$ cat src/rtl/tile_pkg.sv
// Shared tile types and default geometry for the tile row generator.
package tile_pkg;

    typedef enum logic [1:0] {
        TILE_OUTLINE = 2'd0,
        TILE_SOLID   = 2'd1,
        TILE_BLANK   = 2'd2,
        TILE_DIAG    = 2'd3
    } tile_type_e;

    localparam int TILE_W_DEF = 60;
    localparam int TILE_H_DEF = 60;
    localparam int BORDER_DEF = 2;

endpackage

$ cat src/rtl/tile_row_shape.sv
// Combinational row shaper: maps (tile type, row index) to one row of pixels.
// Rows at or beyond TILE_H come out all zero.
module tile_row_shape
    import tile_pkg::*;
#(
    parameter int TILE_W = TILE_W_DEF,
    parameter int TILE_H = TILE_H_DEF,
    parameter int BORDER = BORDER_DEF
) (
    input  tile_type_e                  type_i,
    input  logic [$clog2(TILE_H+1)-1:0] yline_i,
    output logic [TILE_W-1:0]           row_o
);

    localparam int YW = $clog2(TILE_H+1);
    // Wide enough to hold y*TILE_W for any legal row without truncation.
    localparam int PW = $clog2(TILE_H) + $clog2(TILE_W) + 1;

    logic [PW-1:0] prod;
    logic [PW-1:0] col;
    logic          in_range;
    logic          edge_row;

    always_comb begin
        prod     = PW'(yline_i) * PW'(TILE_W);
        col      = prod / PW'(TILE_H);
        in_range = (yline_i < YW'(TILE_H));
        edge_row = (yline_i < YW'(BORDER)) || (yline_i >= YW'(TILE_H - BORDER));
        row_o    = '0;
        if (in_range) begin
            case (type_i)
                TILE_OUTLINE: begin
                    for (int i = 0; i < TILE_W; i++) begin
                        row_o[i] = edge_row || (i < BORDER) || (i >= TILE_W - BORDER);
                    end
                end
                TILE_SOLID: row_o = '1;
                TILE_BLANK: row_o = '0;
                TILE_DIAG: begin
                    // col counts from the left, so bit index is TILE_W-1-col.
                    for (int i = 0; i < TILE_W; i++) begin
                        row_o[i] = (col == PW'(TILE_W - 1 - i));
                    end
                end
                default: row_o = '0;
            endcase
        end
    end

endmodule

$ cat src/rtl/tile_row_gen.sv
// Tile row generator: one-stage valid/ready register around the row shaper.
// Optional TILE_ROW_GEN_MIRROR_EN adds in_mirror to bit-reverse produced rows.
module tile_row_gen
    import tile_pkg::*;
#(
    parameter int TILE_W = TILE_W_DEF,
    parameter int TILE_H = TILE_H_DEF,
    parameter int BORDER = BORDER_DEF
) (
    input  logic                        clk,
    input  logic                        rst,
    input  logic                        in_valid,
    output logic                        in_ready,
    input  logic [1:0]                  in_type,
    input  logic [$clog2(TILE_H+1)-1:0] in_yline,
`ifdef TILE_ROW_GEN_MIRROR_EN
    input  logic                        in_mirror,
`endif
    output logic                        out_valid,
    input  logic                        out_ready,
    output logic [TILE_W-1:0]           out_bitmap,
    output logic                        err_oob
);

    localparam int YW = $clog2(TILE_H+1);

    logic              valid_q, valid_d;
    logic [TILE_W-1:0] bitmap_q, bitmap_d;
    logic              err_q, err_d;
    logic [TILE_W-1:0] row_shaped;
    logic [TILE_W-1:0] row_final;
    logic              accept;

    tile_row_shape #(
        .TILE_W (TILE_W),
        .TILE_H (TILE_H),
        .BORDER (BORDER)
    ) u_shape (
        .type_i  (tile_type_e'(in_type)),
        .yline_i (in_yline),
        .row_o   (row_shaped)
    );

    always_comb begin
        row_final = row_shaped;
`ifdef TILE_ROW_GEN_MIRROR_EN
        if (in_mirror) begin
            for (int i = 0; i < TILE_W; i++) begin
                row_final[i] = row_shaped[TILE_W-1-i];
            end
        end
`endif
    end

    // Ready is forced low during reset so nothing is taken before the flush.
    assign in_ready = !rst && (!valid_q || out_ready);
    assign accept   = in_valid && in_ready;

    always_comb begin
        valid_d  = valid_q;
        bitmap_d = bitmap_q;
        err_d    = err_q;
        if (accept) begin
            valid_d  = 1'b1;
            bitmap_d = row_final;
            if (in_yline >= YW'(TILE_H)) begin
                err_d = 1'b1;
            end
        end else if (out_ready) begin
            valid_d = 1'b0;
        end
    end

    always_ff @(posedge clk) begin
        if (rst) begin
            valid_q  <= 1'b0;
            bitmap_q <= '0;
            err_q    <= 1'b0;
        end else begin
            valid_q  <= valid_d;
            bitmap_q <= bitmap_d;
            err_q    <= err_d;
        end
    end

    assign out_valid  = valid_q;
    assign out_bitmap = bitmap_q;
    assign err_oob    = err_q;

endmodule
$ cat config.mk
export PLATFORM = sky130hd
export DESIGN_NAME = tile_row_gen
export DESIGN_NICKNAME = d
export VERILOG_FILES = /design/src/rtl/tile_pkg.sv /design/src/rtl/tile_row_shape.sv /design/src/rtl/tile_row_gen.sv
export SDC_FILE = /design/constraint.sdc
export NUM_CORES = 1
export LEC_CHECK = 0
export CORE_MARGIN = 2
export CORE_UTILIZATION = 53
export DETAILED_ROUTE_END_ITERATION = 6
export PLACE_DENSITY = 0.82
export SYNTH_ARGS = -nofsm -noshare
export SYNTH_HDL_FRONTEND = slang
export SYNTH_SLANG_ARGS = --single-unit
$ cat constraint.sdc
create_clock -name clk -period 8.5 [get_ports clk]
set_clock_uncertainty 0.05 [all_clocks]
set_input_delay 1.7 -clock clk [delete_from_list [all_inputs] [get_ports clk]]
set_output_delay 1.7 -clock clk [all_outputs]
set_load 0.02 [all_outputs]
### Word-level counts from Yosys, hierarchy flattened

Cells that the tools add are included.

* register bits: 62
* RAM bits: 0
* ROM bits: 0
* memories: 0
* bits in latches: 0
* bits of input ports: 12

* shift operators: 0
* muxes and demuxes: 4
* reductions and logical operators: 10
* divide/modulo/power cells: 1
* bitwise logic cells: 0
* multiply operators: 1
* equal/unequal tests: 62
* order comparisons: 4
* add/subtract/negate cells: 0

Operators by type and width (number)
* equality test 13 x 6 -> 1 bit, second input constant: 28
* case mux 60 bit (4 select lines): 1
* equality test 13 x 5 -> 1 bit, second input constant: 16
* equality test 13 x 4 -> 1 bit, second input constant: 8
* 2-to-1 mux 60 bit: 1
* equality test 13 x 3 -> 1 bit, second input constant: 4
* equality test 13 x 2 -> 1 bit, second input constant: 2
* divider 12 x 6 -> 13 bit, second input constant: 1
* equality test 13 x 1 -> 1 bit, second input constant: 1
* zero test 13 bit: 1
* greater-or-equal comparator 6 bit, second input constant: 2
* multiplier 6 x 4 -> 10 bit, second input constant: 1
* less-than comparator 6 x 2 -> 1 bit, second input constant: 1
* less-than comparator 6 bit, second input constant: 1
* equality test 2 bit, second input constant: 2
* equality test 2 x 1 -> 1 bit, second input constant: 1
* logical AND 1 bit: 2
* zero test 1 bit: 2
* zero test 2 bit: 1
* logical OR 1 bit: 2
* 2-to-1 mux 1 bit: 2
* AND reduction 2 bit: 1
* nonzero test 2 bit: 1

### Logic depth before layout (Yosys ltp)

Gate-level depths: netlist of the first run.

* depth after elaboration: 5
* gate-level depth with buffers: 23
* depth with buffers taken out: 18

### Hierarchy

A second synthesis of the first run with hierarchy kept.

* cells, all modules: 500
* area total of the unflattened synthesis: 4770.8 um2

By module, submodules not included
* tile_row_gen: area an instance 2728.9 um2, instances 1, cells an instance 204
* tile_row_shape: area an instance 2042.0 um2, instances 1, cells an instance 296

### Least setup slack after synthesis of the first run

Ideal clock, no wire load.

* kind: in2reg
* from: input port in_yline[4]
* to: register bitmap_q[42] (netlist: out_bitmap[42])
* library setup time: 0.088 ns
* data required time: 8.362 ns
* slack: 1.482 ns
* data arrival time: 6.880 ns
* cell stages on the path: 23
* cell sequence: inv_1 fa_1 fa_1 inv_1 ha_1 buf_2 nand3_1 nand2_2 or3_1 buf_2 and3_1 buf_2 a32o_1 nand2b_4 a311oi_4 o211ai_2 mux2i_1 a2111o_1 and2_1 buf_6 mux2_4 buf_6 o31ai_1

* word-level cells in the longest chain between the ends: 5
* elaborated cells on any way between the ends: 9

Ends and longest elaborated chain
* start: declaration: line tile_row_gen.sv:15 `input logic [$clog2(TILE_H+1)-1:0] in_yline,`
* multiplier 6 x 4 -> 10 bit: line tile_row_shape.sv:25 `prod = PW'(yline_i) * PW'(TILE_W);`
* divider 12 x 6 -> 13 bit: line tile_row_shape.sv:26 `col = prod / PW'(TILE_H);`
* equality test 13 x 5 -> 1 bit: line tile_row_shape.sv:42 `row_o[i] = (col == PW'(TILE_W - 1 - i));`
* case mux 60 bit (4 select lines): line tile_row_shape.sv:31 `case (type_i)`
* 2-to-1 mux 60 bit (*): line tile_row_shape.sv:30 `if (in_range) begin`
* end signal: assignment: line tile_row_gen.sv:81 `bitmap_q <= bitmap_d;`
* end: declaration: line tile_row_gen.sv:28 `logic [TILE_W-1:0] bitmap_q, bitmap_d;`

Mark *: on every way between the ends. The rest lies on a longest branch, timed or not.
A chain may end at the register's enable or synchronous reset.

### Final worst setup path of the first run

* from: input port in_yline[3]
* to: register bitmap_q[9] (netlist: out_bitmap[9])

* word-level cells in the longest chain between the ends: 5
* elaborated cells on any way between the ends: 9

Ends and longest elaborated chain (line)
* multiplier 6 x 4 -> 10 bit: tile_row_shape.sv:25
* divider 12 x 6 -> 13 bit: tile_row_shape.sv:26
* equality test 13 x 6 -> 1 bit: tile_row_shape.sv:42
* case mux 60 bit (4 select lines): tile_row_shape.sv:31
* 2-to-1 mux 60 bit (*): tile_row_shape.sv:30

Marked as above.

==> impl_results.md, run 1 <==
* CP Capture Type: flop
* Commonest non-fill, non-tap cell in the layout: sky130_fd_sc_hd__clkdlybuf4s50_1
* Peak fanout along the critical path at 14
* HPWL after DPL at 8640 um
* Combinational family with the most area after synthesis: compound AO/OA/AOI/OAI gates
* Total length of routed met2 wires at between 5000 and 6000 um
* Uppermost routed layer: met4
* Fillers at 581
* Vias in the first global route at 3910
* Leakage power at 1.93 nW
* Setup Total Neg Slack at 0 ns
* Routed wire length per instance at 18.1 um
* Category of the most critical setup path: primary input to flop
* Endpoint required time on the critical path at 8.64 ns
* Final period util at 93.5%
* Remaining global-route overflow at 0
* Run status: complete, no violations
* Core Rows at 31
* Count of endpoints failing setup in the final report at 0
* Vias per Instance at 6.46
* Power per cell area at 385 nW/um^2
* Final standard cell utilization of the core at between 60 and 70%
* Chip Height at around 92 um
* Post-CTS Setup Repair Bufs at 0
* Data arrival time of the critical path at 8.09 ns
* Maximum vdd drop at 0.213 mV
* DRC violation count after routing at 0
* Number of iterations in the first detailed-routing pass at 5
* Core area at 7330 sq um
* Kind of start point of the critical path: primary input
* Count of input and output buffers at 74
* Pin count of the biggest net entering global routing at 54
* TritonCTS sink count at 62
* Slew @ Worst Pin at 0.959 ns
* Unrepaired setup endpoints after global routing: no
* Final Wtd Congestion at 0.933
* Simple-gate share of the synthesized area at 14.0%
* Most common flop cell mapped by yosys: sky130_fd_sc_hd__dfxtp_1
* Htree depth at 3
* CTS tree: built
* Worst-Skew Late Latency at 0.34 ns
* Final WL at 11600 um
* Detailed Route Iter0 Violations at 304
* Average instance area after synthesis at roughly 8.6 sq um
* Initial cell density of the core at 55.5%
* Count of mapped cells out of synthesis at 472
* Area of the die at between 8000 and 9000 sq um
* Number of gates resized after CTS at 0
* Max Buffers Root-to-Sink at 2
* DIE WIDTH at 91.6 um
* Number of antenna violations at the first check in global routing at 0
* Count of different cell masters after synthesis at 74
* Proportion of synthesized chip area in sequential cells at 30.5%
* Number of top-level pins at between 70 and 80
* Fraction of registers with async set/reset at 0%
* Relative slew slack at 35.9%
* Antenna Violating Nets Remaining at 0
* Most frequent cells in the layout: 74 x sky130_fd_sc_hd__clkdlybuf4s50_1, 71 x sky130_fd_sc_hd__a21oi_1, 62 x sky130_fd_sc_hd__dfxtp_1
* Multiplexer share of the synthesized area at 1.38%
* Shortest period the worst path allows at between 7 and 8 ns
* Max-slew violation total from the final report at 0
* Cell chosen for the clock root: sky130_fd_sc_hd__clkbuf_8
* F_max at between 100 and 150 MHz
* Fraction of layout cells with a size suffix above 1 at 9.02%
* Global-route wire length before repair at 19300 um
* Hold violation count in the final report at 0
* Synthesized area at 4070 sq um
* Cts hold-fix bufs at 0
* Post-synth EDFFs at 0
* TritonCTS Buffers at 9
* Fraction of the mapped netlist area in adder cells at 11.8%
* Fraction of the mapped netlist area in compound gates at about a third
* Post-synthesis xor/xnor area fraction at 1.94%
* Total global routing track utilization at ~29%
* Total inserted antenna cells at 0
* Max-cap check violation count at 0
* Syn Nets at approximately 520
* Reg clk slew, reported paths at about 0.08 ns
* Final nets at 583
* Count of warnings emitted by yosys at 0
* Routed length on met3 at 866 um
* Count of state elements after synthesis at a little over 60
* Area added between synthesis and finish at 25.9%
* Length of routed wiring on met1 at 5120 um
* Number of vias after detailed routing at 4146
* Type of the worst min-delay path: flop to flop
-- cells by family (layout without fill, tap and decap cells) --
kind of cell,after synthesis,in the layout
flip-flops,62,62
multiplexers,5,5
AO/OA/AOI/OAI,201,201
buffers and inverters,54,125
adder cells (fa/ha/maj),33,33
XOR/XNOR,9,9
AND/OR/NAND/NOR,108,108
-- worst max-delay path, stage by stage --
cell,delay (ns)
sky130_fd_sc_hd__clkdlybuf4s50_1,0.65
sky130_fd_sc_hd__inv_1,0.20
sky130_fd_sc_hd__fa_1,0.57
sky130_fd_sc_hd__inv_1,0.04
sky130_fd_sc_hd__ha_1,0.30
sky130_fd_sc_hd__ha_1,0.42
sky130_fd_sc_hd__a21oi_2,0.26
sky130_fd_sc_hd__nand2_2,0.09
sky130_fd_sc_hd__or3_1,0.45
sky130_fd_sc_hd__a31oi_1,0.41
sky130_fd_sc_hd__or4b_1,0.37
sky130_fd_sc_hd__nand2b_4,0.11
sky130_fd_sc_hd__a311oi_4,0.47
sky130_fd_sc_hd__o211ai_2,0.18
sky130_fd_sc_hd__mux2i_1,0.24
sky130_fd_sc_hd__a2111o_1,0.51
sky130_fd_sc_hd__and2_1,0.25
sky130_fd_sc_hd__a22oi_2,0.56
sky130_fd_sc_hd__buf_4,0.22
sky130_fd_sc_hd__o22ai_1,0.06
-- area by class of cell --
type / instances / area, sq um / area share [%]
Clock buffer: 9 / 124 / 2.42
Sequential cell: 62 / 1240 / 24.2
Tap cell: 99 / 124 / 2.42
Timing Repair Buffer: 85 / 823 / 16.1
Inverter: 24 / 90.1 / 1.76
Clock inverter: 7 / 125 / 2.44
Multi-Input combinational cell: 356 / 2590 / 50.6
-- synth_stat cells, types with 4 or more instances --
cell type                   n  share of area, %
sky130_fd_sc_hd__a211oi_1   4              0.74
sky130_fd_sc_hd__a21o_1     7               1.3
sky130_fd_sc_hd__a21oi_1   72               8.9
sky130_fd_sc_hd__a31oi_1    5              0.77
sky130_fd_sc_hd__and2_1     4              0.61
sky130_fd_sc_hd__buf_2      7              0.86
sky130_fd_sc_hd__clkbuf_1  18               1.7
sky130_fd_sc_hd__dfxtp_1   62                31
sky130_fd_sc_hd__fa_1       9               4.4
sky130_fd_sc_hd__ha_1      24               7.4
sky130_fd_sc_hd__inv_1     24               2.2
sky130_fd_sc_hd__nand2_1   22               2.0
sky130_fd_sc_hd__nand3_1   17               2.1
sky130_fd_sc_hd__nand4_1    9               1.4
sky130_fd_sc_hd__nor2_1    24               2.2
sky130_fd_sc_hd__nor3_1     5              0.61
sky130_fd_sc_hd__o21ai_0   17               2.1
sky130_fd_sc_hd__o22ai_1    6              0.92
sky130_fd_sc_hd__o31ai_1   31               5.7
sky130_fd_sc_hd__o32ai_1   15               3.2
sky130_fd_sc_hd__or3_1      6              0.92
sky130_fd_sc_hd__xnor2_1    5               1.1
sky130_fd_sc_hd__xor2_1     4              0.86
-- worst paths after layout --
path | start | end | slack (ns) | cells after the start
max reg2reg | out_valid | out_bitmap[29] | 5.48 | 8
max | in_yline[3] | out_bitmap[9] | 0.55 | 20
min reg2reg | out_bitmap[35] | out_bitmap[35] | 0.42 | 2
min | out_bitmap[35] | out_bitmap[35] | 0.42 | 2
-- through the flow --
step	cell area, sq um	hold WS, ns	cells	setup slack [ns]	total power, mW
finish	5120	0.419	642	0.554	1.97
global route	5120	0.447	642	0.175	2.09
CTS	5120	0.421	642	0.639	1.94
detailed placement	4870	0.403	626	0.272	1.61
global placement	4870	0.400	626	0.430	1.60
floorplan	4070	0.542	472	1.48	1.27
-- where the power goes --
group | switching, mW | internal (mW)
clock network | 0.130 | 0.199
registers | 0.0115 | 0.312
logic | 0.892 | 0.428
total | 1.03 | 0.938
-- sequential cells by signal, indices dropped and copies added, names as in the netlist --
| signal | count |
|---|---|
| out_bitmap | 60 |
| err_oob | 1 |
| out_valid | 1 |
-- routing by layer --
metal,GRT usage [%],vias up
met3,6.57,20
li1,-,1936
met5,0,-
met2,45.8,189
met4,7.45,0
met1,38.8,2001
Power figures use the tool's default switching activity.
==> run 2, diff against run 1 <==
--- a/config.mk
+++ b/config.mk
@@ -5,7 +5,6 @@
 export SDC_FILE = /design/constraint.sdc
 export NUM_CORES = 1
 export LEC_CHECK = 0
-export CORE_MARGIN = 2
 export CORE_UTILIZATION = 53
 export DETAILED_ROUTE_END_ITERATION = 6
 export PLACE_DENSITY = 0.82
==> run 2 against run 1 <==
Design area is 1.0% lower. Sequential share of layout area grew 0.25 points. First-iteration DRC count rose by 23%. Combinational power barely moved. Worst hold slack improved by 0.00095 ns. Register-to-register slack barely moved. Sequential power about the same. Critical path depth shrank 1. Largest power group unchanged.
==> impl_results.md, run 2 (synthesis results as in run 1) <==
* Area of the die at between 8000 and 9000 sq um
* Largest register FFs at 60
* HPWL after DPL at 8260 um
* Unrepaired setup endpoints after global routing: no
* Core area at ~7300 sq um
* Hold violation count in the final report at 0
* Cts hold-fix bufs at 0
* Vias in the first global route at 3638
* Commonest non-fill, non-tap cell in the layout: sky130_fd_sc_hd__clkdlybuf4s50_1
* Htree depth at 3
* Setup Total Neg Slack at 0 ns
* F_max at 127 MHz
* Max Buffers Root-to-Sink at 2
* Post-CTS Setup Repair Bufs at 0
* Remaining global-route overflow at 0
* Worst Hold End: out_bitmap[30]
* Max-cap check violation count at 0
* Number of vias after detailed routing at slightly above 4000
* Area added between synthesis and finish at 24.6%
* Slowest-stage cell, CP: sky130_fd_sc_hd__clkdlybuf4s50_1
* Worst Reg-to-Reg Cells at 8
* Routed wire length per instance at 17.5 um
* Fillers at 590
* Number of iterations in the first detailed-routing pass at 5
* Start point of the worst hold path: out_bitmap[30]
* Pin count of the biggest net entering global routing at 54
* Final nets at ~580
* Critical path buffer and inverter count at 4
* Relative slew slack at 38.2%
* Sequential cell area at 1240 sq um
* Category of the most critical setup path: primary input to flop
* Power per cell area at roughly 370 nW/um^2
* Most frequent cells in the layout: 74 x sky130_fd_sc_hd__clkdlybuf4s50_1, 71 x sky130_fd_sc_hd__a21oi_1, 62 x sky130_fd_sc_hd__dfxtp_1
* Ordered list of cells on the worst path: clkdlybuf4s50_1 > inv_1 > fa_1 > fa_1 > inv_1 > ha_1 > and4_1 > or3_1 > a31oi_1 > or4b_1 > nand2b_4 > a311oi_4 > o211ai_2 > mux2i_1 > a2111o_1 > and2_1 > a22oi_2 > buf_4 > o22ai_1
* Worst-Skew Late Latency at 0.35 ns
* Count of input and output buffers at 74
* Minimum setup slack after placement at 0.313 ns
* Kind of start point of the critical path: primary input
* Detailed Route Iter0 Violations at 373
* Hold Path Depth at 2
* CP Capture Type: flop
* Max-slew violation total from the final report at 0
* Final period util at 92.9%
* Kind of cell adding the most delay to the critical path: compound AO/OA/AOI/OAI gates
* Antenna Violating Nets Remaining at 0
* Chip Height at 89.6 um
* Peak fanout along the critical path at 14
* DRC violation count after routing at 0
* Slew @ Worst Pin at between 0.9 and 1 ns
* Data arrival time of the critical path at 8.04 ns
* Reg2reg setup slack at 5.47 ns
* Final standard cell utilization of the core at 69.1%
* Number of gates resized after CTS at 0
* Maximum vdd drop at 0.231 mV
* Leakage power at 1.90 nW
* Number of antenna violations at the first check in global routing at 0
* Run status: complete, no violations
* Reg2reg start: out_valid
* Final WL at 11200 um
* DIE WIDTH at between 80 and 90 um
* Reg clk slew, reported paths at 0.08 ns
* Count of endpoints failing setup in the final report at 0
* Min setup slack post-route at 0.604 ns
* Total inserted antenna cells at 0
* Vias per Instance at 6.38
* Initial cell density of the core at 55.5%
* Fraction of layout cells with a size suffix above 1 at under 10%
* TritonCTS sink count at a little over 60
* Area taken by multi-input logic gates at 2590 sq um
* Delay of the slowest cell on the worst path at 0.64 ns
* TritonCTS Buffers at 9
* Cell chosen for the clock root: sky130_fd_sc_hd__clkbuf_8
* Number of top-level pins at 75
* Shortest period the worst path allows at 7.90 ns
* Core Rows at 31
* Endpoint required time on the critical path at 8.65 ns
* Reg-to-Reg End: out_bitmap[4]
* Global-route wire length before repair at 18100 um
* Type of the worst min-delay path: flop to flop
* CTS tree: built
* Total global routing track utilization at 29.6%
* Final Wtd Congestion at 0.907
## run 2: tightest hold or removal path: stages, from the launching register on
cell	delay, ns
sky130_fd_sc_hd__dfxtp_1	0.33
sky130_fd_sc_hd__a21oi_1	0.06
sky130_fd_sc_hd__o31ai_1	0.05
## run 2: power by group
part           switching, mW  internal, mW
clock network          0.123         0.136
logic                  0.877         0.427
registers             0.0122         0.312
## run 2: worst max-delay path by stage
stage	startpoint	to	slack, ns	depth (start not counted)
2_1_floorplan	in_yline[4]	out_bitmap[42]	1.48	23
3_3_place_gp	in_yline[4]	out_bitmap[9]	0.49	19
3_5_place_dp	in_yline[1]	out_bitmap[9]	0.31	19
4_1_cts	in_yline[1]	out_bitmap[9]	0.68	19
5_1_grt	in_yline[1]	out_bitmap[5]	0.22	21
6_report	in_yline[1]	out_bitmap[9]	0.60	19
## run 2: per-stage QoR
stage                     hold WS, ns  area (sq um)  power (mW)  cells
after floorplan                 0.542          4070        1.27    472
after global placement          0.402          4870        1.59    626
after detailed placement        0.406          4870        1.59    626
after CTS                       0.424          5070        1.85    642
after global routing            0.450          5070        2.00    642
final                           0.420          5070        1.89    642
## run 2: cell type report
cell class	count	area share, %
multi-input cells	356	51.2
repair buffers	85	16.2
flip-flops and latches	62	24.5
clock buffers	9	2.44
inverters	24	1.78
clock inverters	7	1.43
well taps	99	2.44
## run 2: routing by layer
| layer | part of all wire (%) | track usage [%] | vias to the layer above |
|---|---|---|---|
| met5 | 0 | 0 | - |
| met4 | 2.3 | 11.0 | 0 |
| met3 | 8.1 | 6.76 | 30 |
| met2 | 46 | 44.9 | 201 |
| met1 | 44 | 41.2 | 1930 |
| li1 | - | - | 1935 |
==> run 3, diff against run 2 <==
--- a/config.mk
+++ b/config.mk
@@ -5,8 +5,11 @@
 export SDC_FILE = /design/constraint.sdc
 export NUM_CORES = 1
 export LEC_CHECK = 0
-export CORE_UTILIZATION = 53
+export CELL_PAD_IN_SITES_DETAIL_PLACEMENT = 0
+export CELL_PAD_IN_SITES_GLOBAL_PLACEMENT = 1
+export CORE_UTILIZATION = 40
 export DETAILED_ROUTE_END_ITERATION = 6
+export HOLD_SLACK_MARGIN = 0.12
 export PLACE_DENSITY = 0.82
 export SYNTH_ARGS = -nofsm -noshare
 export SYNTH_HDL_FRONTEND = slang
==> run 3 against run 2 <==
Register-to-register slack got worse by 0.05 ns. Clock power rose by 2%. Design area rose by 0.64%. Flip-flop and latch count did not move. Sequential share of layout area fell by 0.16 points.
==> impl_results.md, run 3 (synthesis results as in run 1) <==
* DRC violation count after routing at 0
* Max-cap check violation count at 0
* Kind of start point of the critical path: primary input
* Pin count of the biggest net entering global routing at 54
* Final Wtd Congestion at 0.872
* Routed wire length per instance at 17.3 um
* Chip Height at 103 um
* Data arrival time of the critical path at 8.15 ns
* HPWL after DPL at ~8500 um
* Final cell count without fillers at between 600 and 700
* Hold violation count in the final report at 0
* Number of iterations in the first detailed-routing pass at 5
* Final-layout worst hold slack at 0.417 ns
* Fraction of layout cells with a size suffix above 1 at 8.32%
* TritonCTS Buffers at 9
* Area of the die at about 11000 sq um
* F_max at 125 MHz
* Endpoint required time on the critical path at 8.63 ns
* Detailed Route Iter0 Violations at 264
* Cts hold-fix bufs at 0
* Global-route wire length before repair at approximately 19000 um
* TritonCTS sink count at between 60 and 70
* Vias in the first global route at roughly 3700
* Length of routed wiring on met1 at 5470 um
* Post-CTS Setup Repair Bufs at 0
* Number of gates resized after CTS at 0
* Most frequent cells in the layout: 74 x sky130_fd_sc_hd__clkdlybuf4s50_1, 71 x sky130_fd_sc_hd__a21oi_1, 62 x sky130_fd_sc_hd__dfxtp_1
* Number of vias after detailed routing at 4000
* Ordered list of cells on the worst path: clkdlybuf4s50_1 > inv_1 > fa_1 > fa_1 > inv_1 > ha_1 > and2b_4 > o22ai_1 > xnor2_1 > buf_4 > nand3_1 > mux2i_1 > nor4_1 > a21o_1 > o211ai_2 > mux2i_1 > a2111o_1 > and2_1 > a22oi_2 > buf_4 > o22ai_1
* Delay of the slowest cell on the worst path at 0.64 ns
* Cell chosen for the clock root: sky130_fd_sc_hd__clkbuf_8
* Count of endpoints failing setup in the final report at 0
* Commonest non-fill, non-tap cell in the layout: sky130_fd_sc_hd__clkdlybuf4s50_1
* Core Rows at 36
* DIE WIDTH at a little over 100 um
* Setup Total Neg Slack at 0 ns
* Slowest-stage cell, CP: sky130_fd_sc_hd__clkdlybuf4s50_1
* Placed cell count at 658
* Run status: complete, no violations
* Total length of routed met2 wires at between 5000 and 6000 um
* Total global routing track utilization at 22.7%
* Maximum vdd drop at 0.215 mV
* Uppermost routed layer: met4
* Remaining global-route overflow at 0
* Max Buffers Root-to-Sink at 2
* Initial cell density of the core at between 40% and 50%
* Final WL at around 12000 um
* Worst-Skew Late Latency at approximately 0.33 ns
* Fillers at 975
* Peak fanout along the critical path at 14
* Placed standard-cell area at 4900 sq um
* Slew @ Worst Pin at 0.934 ns
* Core area at 9820 sq um
* Category of the most critical setup path: primary input to flop
* CTS tree: built
* Max-slew violation total from the final report at 0
* Final Cell Area at 5100 sq um
* Number of top-level pins at 75
* CP Capture Type: flop
* Type of the worst min-delay path: flop to flop
* Overall power at 1.89 mW
* Minimum setup slack after placement at 0.189 ns
* Final standard cell utilization of the core at about half
* Leakage power at 1.89 nW
* Total inserted antenna cells at 0
* Largest register FFs at 60
* Htree depth at 3
* Reg clk slew, reported paths at 0.07 ns
* Relative slew slack at 37.5%
* Antenna Violating Nets Remaining at 0
* Final nets at 581
* Count of input and output buffers at 74
* Min setup slack post-route at slightly below 0.5 ns
* Unrepaired setup endpoints after global routing: no
* Vias per Instance at around 6
* Power per cell area at 371 nW/um^2
* Number of antenna violations at the first check in global routing at 0
* Final period util at 94.3%
* Routed length on met3 at approximately 640 um
* Area added between synthesis and finish at 25.4%
* Shortest period the worst path allows at 8.02 ns
==> run 3: changes by cell type in the layout (fill, tap and decap cells not counted) <==
cell                         delta
sky130_fd_sc_hd__clkbuf_8       +1
sky130_fd_sc_hd__clkinv_4       +2
sky130_fd_sc_hd__buf_4          -2
sky130_fd_sc_hd__clkinvlp_4     -2
sky130_fd_sc_hd__clkbuf_1       +2
sky130_fd_sc_hd__clkinv_2       -2
sky130_fd_sc_hd__inv_6          -1
==> run 3: routing by layer <==
| layer | vias up | track usage (%) |
|---|---|---|
| met5 | - | 0 |
| met3 | 13 | 5.15 |
| li1 | 1922 | - |
| met4 | 0 | 4.33 |
| met1 | 1916 | 32.0 |
| met2 | 149 | 35.6 |
==> run 3: layout make-up <==
cell class | instances | area [sq um] | share of cell area [%]
tap | 133 | 166 | 3.26
sequential | 62 | 1240 | 24.3
multi-input combinational | 356 | 2590 | 50.8
clock inverter | 4 | 56.3 | 1.10
inverter | 24 | 90.1 | 1.77
clock buffer | 12 | 145 | 2.85
timing repair buffer | 83 | 808 | 15.8
==> run 3: where the power goes <==
| group | switching, mW | internal [mW] | leakage (nW) |
|---|---|---|---|
| sequential | 0.0121 | 0.312 | 0.507 |
| combinational | 0.891 | 0.414 | 1.29 |
| clock | 0.118 | 0.145 | 0.101 |
==> run 3: critical path: cells and delay by family <==
kind                     cells  cell delay [ns]
AO/OA/AOI/OAI                6             1.87
buffers and inverters        5             1.36
adder cells (fa/ha/maj)      3             1.35
AND/OR/NAND/NOR              4             1.11
multiplexers                 2             0.53
XOR/XNOR                     1             0.23
==> run 3: final timing paths <==
kind,from,endpoint,slack [ns],cells past startpoint
setup reg to reg,out_valid,out_bitmap[33],5.42,8
hold / removal,out_bitmap[52],out_bitmap[52],0.42,2
setup / recovery,in_yline[3],out_bitmap[5],0.48,21
hold reg to reg,out_bitmap[52],out_bitmap[52],0.42,2
